## src/rtl/fetch_ctrl.sv

```systemverilog
// fetch_ctrl: fetch-stage control FSM (IDLE / FETCH / WAIT_MEM / DRAIN).
// Drives the PC and fetch/decode pipe enables, the decode and execute
// flushes, and the instruction-memory request.
// Optional feature macro: FETCH_CTRL_PERF_EN. When defined, it adds a 16-bit
// saturating stall counter on stallCycles. When undefined, stallCycles is
// tied to 0 and no counter register exists.
// Reset (rst) is asynchronous and active-low. The state register is cleared
// directly, so every combinational output takes its IDLE value immediately.
module fetch_ctrl (
  input  logic        clock,
  input  logic        rst,
  input  logic        imemReady,
  input  logic        ldUseHazard,
  input  logic        pcWrPendingD,
  input  logic        branchTakenE,
  input  logic        pcSrcW,
  output logic        imemReq,
  output logic        pcEnable,
  output logic        pipeEnable,
  output logic        flushD,
  output logic        flushE,
  output logic [2:0]  state,
  output logic [15:0] stallCycles
);

  typedef enum logic [2:0] {
    S_IDLE     = 3'd0,
    S_FETCH    = 3'd1,
    S_WAIT_MEM = 3'd2,
    S_DRAIN    = 3'd3
  } state_t;

  state_t     r_state;
  state_t     w_next_state;
  logic [1:0] r_drain_cnt;
  logic [1:0] w_drain_cnt_nxt;
  logic       w_drain_done;

  // The drain ends when the R15 write retires. It also ends when the count
  // runs out, which covers an R15 write whose condition failed.
  assign w_drain_done = pcSrcW || (r_drain_cnt == 2'd0);

  // State register and drain counter.
  always_ff @(posedge clock or negedge rst) begin
    if (!rst) begin
      r_state     <= S_IDLE;
      r_drain_cnt <= 2'd0;
    end else begin
      r_state     <= w_next_state;
      r_drain_cnt <= w_drain_cnt_nxt;
    end
  end

  // Next-state and drain-count logic.
  always_comb begin
    w_next_state    = r_state;
    w_drain_cnt_nxt = r_drain_cnt;
    case (r_state)
      S_IDLE: begin
        w_next_state = S_FETCH;
      end
      S_FETCH: begin
        if (branchTakenE || ldUseHazard) begin
          w_next_state = S_FETCH;
        end else if (pcWrPendingD) begin
          w_next_state    = S_DRAIN;
          w_drain_cnt_nxt = 2'd3;
        end else if (!imemReady) begin
          w_next_state = S_WAIT_MEM;
        end
      end
      S_WAIT_MEM: begin
        if (branchTakenE || imemReady) w_next_state = S_FETCH;
      end
      S_DRAIN: begin
        // Count down without wrapping. Clear the count on exit so that no
        // stale value survives into the next drain.
        if (w_drain_done) begin
          w_next_state    = S_FETCH;
          w_drain_cnt_nxt = 2'd0;
        end else begin
          w_drain_cnt_nxt = r_drain_cnt - 2'd1;
        end
      end
      default: begin
        w_next_state    = S_IDLE;
        w_drain_cnt_nxt = 2'd0;
      end
    endcase
  end

  // Output decode. The outputs depend only on the current state and inputs.
  always_comb begin
    imemReq    = 1'b0;
    pcEnable   = 1'b0;
    pipeEnable = 1'b0;
    flushD     = 1'b0;
    flushE     = 1'b0;
    case (r_state)
      S_IDLE: begin
        flushD = 1'b1;
      end
      S_FETCH: begin
        imemReq = 1'b1;
        if (branchTakenE) begin
          pcEnable   = 1'b1;
          pipeEnable = 1'b1;
          flushD     = 1'b1;
          flushE     = 1'b1;
        end else if (ldUseHazard) begin
          flushE = 1'b1;
        end else if (pcWrPendingD) begin
          pipeEnable = 1'b1;
          flushD     = 1'b1;
        end else if (imemReady) begin
          pcEnable   = 1'b1;
          pipeEnable = 1'b1;
        end
      end
      S_WAIT_MEM: begin
        imemReq = 1'b1;
        if (branchTakenE) begin
          pcEnable   = 1'b1;
          pipeEnable = 1'b1;
          flushD     = 1'b1;
          flushE     = 1'b1;
        end else if (imemReady) begin
          pcEnable   = 1'b1;
          pipeEnable = 1'b1;
        end
      end
      S_DRAIN: begin
        // branchTakenE is ignored here: the older R15 write governs.
        pipeEnable = 1'b1;
        flushD     = 1'b1;
        pcEnable   = w_drain_done;
      end
      default: begin
        flushD = 1'b1;
      end
    endcase
  end

  assign state = r_state;

`ifdef FETCH_CTRL_PERF_EN
  logic [15:0] r_stall_cnt;

  // Count cycles outside IDLE in which the PC is held, saturating at 0xFFFF.
  always_ff @(posedge clock or negedge rst) begin
    if (!rst) begin
      r_stall_cnt <= 16'd0;
    end else if (!pcEnable && (r_state != S_IDLE) && (r_stall_cnt != 16'hFFFF)) begin
      r_stall_cnt <= r_stall_cnt + 16'd1;
    end
  end

  assign stallCycles = r_stall_cnt;
`else
  assign stallCycles = 16'd0;
`endif

endmodule

```

## config.mk

```make
export PLATFORM = sky130hd
export DESIGN_NAME = fetch_ctrl
export DESIGN_NICKNAME = d
export VERILOG_FILES = /design/src/rtl/fetch_ctrl.sv
export SDC_FILE = /design/constraint.sdc
export NUM_CORES = 1
export LEC_CHECK = 0
export CAP_MARGIN = 10
export CORE_AREA = 10 10 47 49
export CTS_CLUSTER_SIZE = 20
export DETAILED_ROUTE_END_ITERATION = 8
export DIE_AREA = 0 0 57 59
export DONT_BUFFER_PORTS = 1
export SYNTH_ARGS = -nofsm -noshare
export SYNTH_HDL_FRONTEND = slang
export SYNTH_SLANG_ARGS = --single-unit
```

## constraint.sdc

```tcl
create_clock -name clock -period 1.9 [get_ports clock]
set_clock_uncertainty 0.05 [all_clocks]
set_input_delay 0 -clock clock [delete_from_list [all_inputs] [get_ports clock]]
set_output_delay 0 -clock clock [all_outputs]
set_load 0.02 [all_outputs]
```

# Word level (Yosys, flattened, before mapping)
# Cells that the tools add are included.
[totals]
reg_bits = 5
elab_cells = 50
[classes]
addsub = 1
n_eq_ne = 8
n_mux = 29
bitwise_logic = 1
reduce_logical = 9
[op_table]
columns = ["op", "n"]
rows = [
  ["$mux 1", 15],
  ["$mux 3", 5],
  ["$pmux 3 s4", 1],
  ["$ne 2x2->1 const B", 4],
  ["$eq 3x2->1 const B", 2],
  ["$mux 2", 3],
  ["$pmux 1 s3", 2],
  ["$pmux 2 s3", 1],
  ["$reduce_and 3->1", 2],
  ["$ne 4x4->1 const B", 1],
  ["$pmux 1 s2", 2],
  ["$reduce_or 2->1", 2],
  ["$eq 3x1->1 const B", 1],
  ["$logic_not 3->1", 1],
  ["$logic_or 1x1->1", 3],
  ["$logic_not 2->1", 1],
  ["$sub 2x1->2 const B", 1],
  ["$not 1->1", 1],
]

# Longest topological paths before layout
[logic_depth]
word_depth = 5
depth_mapped = 6
depth_no_buf = 5

# Worst setup path before layout
# Ideal clock, no wire load.
[synth_path]
path_kind = "reg2out"
from = "reg r_state[1] (netlist: state[1])"
to = "out flushE"
arrival_ps = 1714
required_time_ps = 1850
setup_slack_ps = 136
path_stages_with_launch = 6
n_path_buf = 1
path_cell_list = "dfrtp_1 > inv_1 > ha_1 > clkbuf_1 > o21ai_0 > a21boi_0"
[synth_between]
elab_chain_len = 2
word_cells_on_any_way = 3
[synth_rtl]
columns = ["element", "line", "rtl"]
rows = [
  ["start: declaration", "33", "state_t r_state;"],
  ["start signal: assignment", "49", "r_state <= w_next_state;"],
  ["$eq 3x2->1 or $eq 3x1->1 (tied branches)", "99", "case (r_state)"],
  ["$pmux 1 s2 *", "99", ""],
  ["end: declaration", "21", "output logic flushE,"],
]
# Mark *: on every way between the ends. The rest lies on a longest branch, timed or not.

# Worst setup path in the final report
[layout_path]
from = "reg r_state[0] (netlist: state[0])"
to = "reg r_state[1] (netlist: state[1])"
[layout_between]
elab_chain_len = 3
word_cells_on_any_way = 9
[layout_rtl]
columns = ["element", "line", "rtl"]
rows = [
  ["$eq 3x1->1 or $eq 3x2->1 (tied branches)", "58", "case (r_state)"],
  ["$ne 4x4->1 (no line) or $ne 2x2->1 (tied branches)", "--", ""],
  ["$reduce_and 3->1 (no line)", "--", ""],
]
# Parallel ways exist; a longest one is shown, timed or not.
# A chain may end at the register's enable or synchronous reset.

==> qor.csv <==
stage,metric,value,unit
die,dieArea,3363,um2
grt,grt_pass1_wl,2132,um
die,coreArea,1401,um2
worst_setup_path,cp_max_fo,10,
pwr,p_per_area,1472,nW/um2
worst_setup_path,required,1.99,ns
logic_synthesis,synth_top_area_share,21.75,%
die,dieWidth,57,um
worst_setup_path,cp-end-kind,flop,
final_layout,fill_cells,140,
grt,track_usage,7.669,%
cts,ctsHtreeMaxLevel,1,
detailed_routing,wire_per_inst,13.10,um
logic_synthesis,synth_area,586.8,um2
logic_synthesis,synth_seq_cells,4,
detailed_routing,ant_nets,0,
worst_setup_path,crit_chain,ha_2 -> buf_6 -> nand3_1 -> dlygate4sd3_1 -> a22oi_1,
sta,fin_crit_sh,92.89,%
final_layout,antenna-diode-count,0,
worst_hold_path,hold_path.class,in2reg,
final_layout,area_delta_synth_final,14.93,%
detailed_routing,finalWirelength,1297,um
grt,grt_pass1_vias,455,
logic_synthesis,synth_most_common_cell,buf_4,
pwr,p_total,0.9928,mW
detailed_routing,first_pass_iters,4,
cts,clkLatencyLatePin,0.23,ns
logic_synthesis,synth.cells.most_frequent,"buf_4 (17), inv_1 (7), ha_1 (6), o21ai_0 (6), a21oi_1 (5)",
final_layout,drive_gt1_share,22.89,%
logic_synthesis,yosysTopAreaCell,buf_4,
cts,cts_setup_buffers,0,
logic_synthesis,synth_area_leaders,"buf_4 (22%), dfrtp_1 (17%), ha_1 (13%)",
logic_synthesis,synth_edf_count,0,
place,io_buffer_count,0,
detailed_routing,routed-via-count,458,
worst_setup_path,path_class,reg2reg,
worst_setup_path,slowest_delay,0.57,ns
detailed_routing,vias_per_cell,4.626,
flow_run,max_cap_violations,0,
die,dieHeight,59,um
die,io_pins,31,
cts,cts_tree,yes,
logic_synthesis,yosysWarningCount,0,
die,start_util,41.88,%
place,post-dp-hpwl,1066,um
logic_synthesis,synthCells,70,
grt,antenna_found_initial,0,
outcome,status,"complete, no violations",
worst_setup_path,cp.arrival,1.86,ns
sta,fin_tns_setup,0,ns
logic_synthesis,async_reset_ff_share,100.0,%
worst_setup_path,crit_family,buffers and inverters,
sta,fmax,0.5666,GHz
logic_synthesis,synthFlopType,dfrtp_1,
grt,grt_max_degree,12,
logic_synthesis,yosysUniqueCellTypes,25,
worst_setup_path,crit_buf_inv,2,
place,gp_congestion,0.7437,
pwr,irDropWorstVdd,0.7942,mV
logic_synthesis,ys_seq_area_share,17.06,%
cts,cts.path.max_buffers,2,
sta,period_minus_slack,1.765,ns
sta,setup_violations,0,
worst_setup_path,critPathSlowestCell,dlygate4sd3_1,
cts,cts_root_buffer,clkbuf_4,
worst_setup_path,critPathLaunchType,flop,
detailed_routing,drc,0,
sta,rsz0062_at_grt,false,
cts,cts_sinks,4,
die,placementRows,14,
logic_synthesis,postSynthAreaPerCell,8.383,um2
pwr,power_leakage,0.3388,nW
sta,report.final.slew_viol_count,0,
cts,clk_pin_slew,0.03,ns
cts,cts_buffers,3,
sta,hold_viol,0,
grt,grt-ovfl-total,0,
detailed_routing,drt_iter0_markers,7,
final_layout,finish.net_count,98,
final timing paths:
kind / startpoint / to / slack [ns] / cells past startpoint
setup / recovery: state[0] / state[1] / 0.14 / 5
hold / removal: pcSrcW / state[1] / 0.02 / 3
setup reg to reg: state[0] / state[1] / 0.14 / 5
hold reg to reg: r_drain_cnt[1] / r_drain_cnt[1] / 0.48 / 2
max in group asynchronous: rst / state[1] / 1.11 / 2
min in group asynchronous: rst / state[0] / 0.52 / 2
area by class of cell:
type / count / area (um2) / area share, %
Clock buffer: 3 / 22.52 / 3.340
Inverter: 7 / 26.28 / 3.896
Multi-Input combinational cell: 55 / 381.6 / 56.59
Sequential cell: 4 / 100.1 / 14.84
Tap cell: 16 / 20.02 / 2.968
Timing Repair Buffer: 14 / 123.9 / 18.37
power by group:
group | total, mW | switching [mW] | leakage [nW] | internal (mW)
clock | 0.101 | 0.0304 | 0.0138 | 0.0704
combinational | 0.741 | 0.425 | 0.279 | 0.316
sequential | 0.151 | 0.0251 | 0.0461 | 0.126
worst min-delay path: cells and delay by family:
kind             cells  cell delay (ns)
AO/OA/AOI/OAI        2             0.20
AND/OR/NAND/NOR      1             0.05
through the flow:
step | setup WS [ns] | hold WS [ns] | area (um2) | std cells | util (%)
2_1_floorplan | 0.1363 | -0.3456 | 646.9 | 86 | -
5_1_grt | 0.02933 | 0.05224 | 674.4 | 99 | 48.13
3_3_place_gp | 0.2363 | -0.3454 | 585.6 | 90 | 41.79
6_report | 0.1352 | 0.01690 | 674.4 | 99 | 48.13
3_5_place_dp | 0.2233 | -0.3454 | 585.6 | 90 | 41.79
4_1_cts | 0.08110 | 0.008912 | 668.1 | 99 | 47.68
cell families (layout without fill, tap and decap cells):
kind of cell | Yosys count | after routing | synth area share (%)
compound gates | 20 | 20 | 23.88
other cells | 1 | 17 | 0.6390
fa+ha+maj | 6 | 6 | 12.79
mux | 3 | 3 | 5.330
simple gates | 9 | 9 | 11.73
flops | 4 | 4 | 17.06
buf+inv | 27 | 24 | 28.57
metal layers:
metal	track usage, %	routed length (um)	up-vias
li1	-	-	234
met1	8.384	514	204
met2	12.25	641	20
met3	2.790	141	0
met4	5.034	0	0
met5	0	0	-
placed cells by master, fill, tap and decap left out, types with 2 or more instances in the layout:
master         netlist  final
o21ai_0              6      6
dlygate4sd3_1        0      6
mux2i_1              2      2
a21oi_1              5      5
clkbuf_4             0      3
buf_4               17      7
inv_1                7      6
conb_1               1     17
a31oi_1              3      3
nor2_1               2      2
dfrtp_1              4      4
nand2_1              2      2
ha_1                 6      5
state kept, by name, indices dropped and copies added, names as in the netlist:
signal       cells
r_drain_cnt      2
state            2
what timing repair did:
item | 4_1_cts | 5_1_grt
endpoints found under the hold margin | 6 | 0
setup endpoints to repair | 0 | 1
gates resized for setup | 0 | 3
hold buffers | 6 | 0
(Power assumes the default switching activity.)
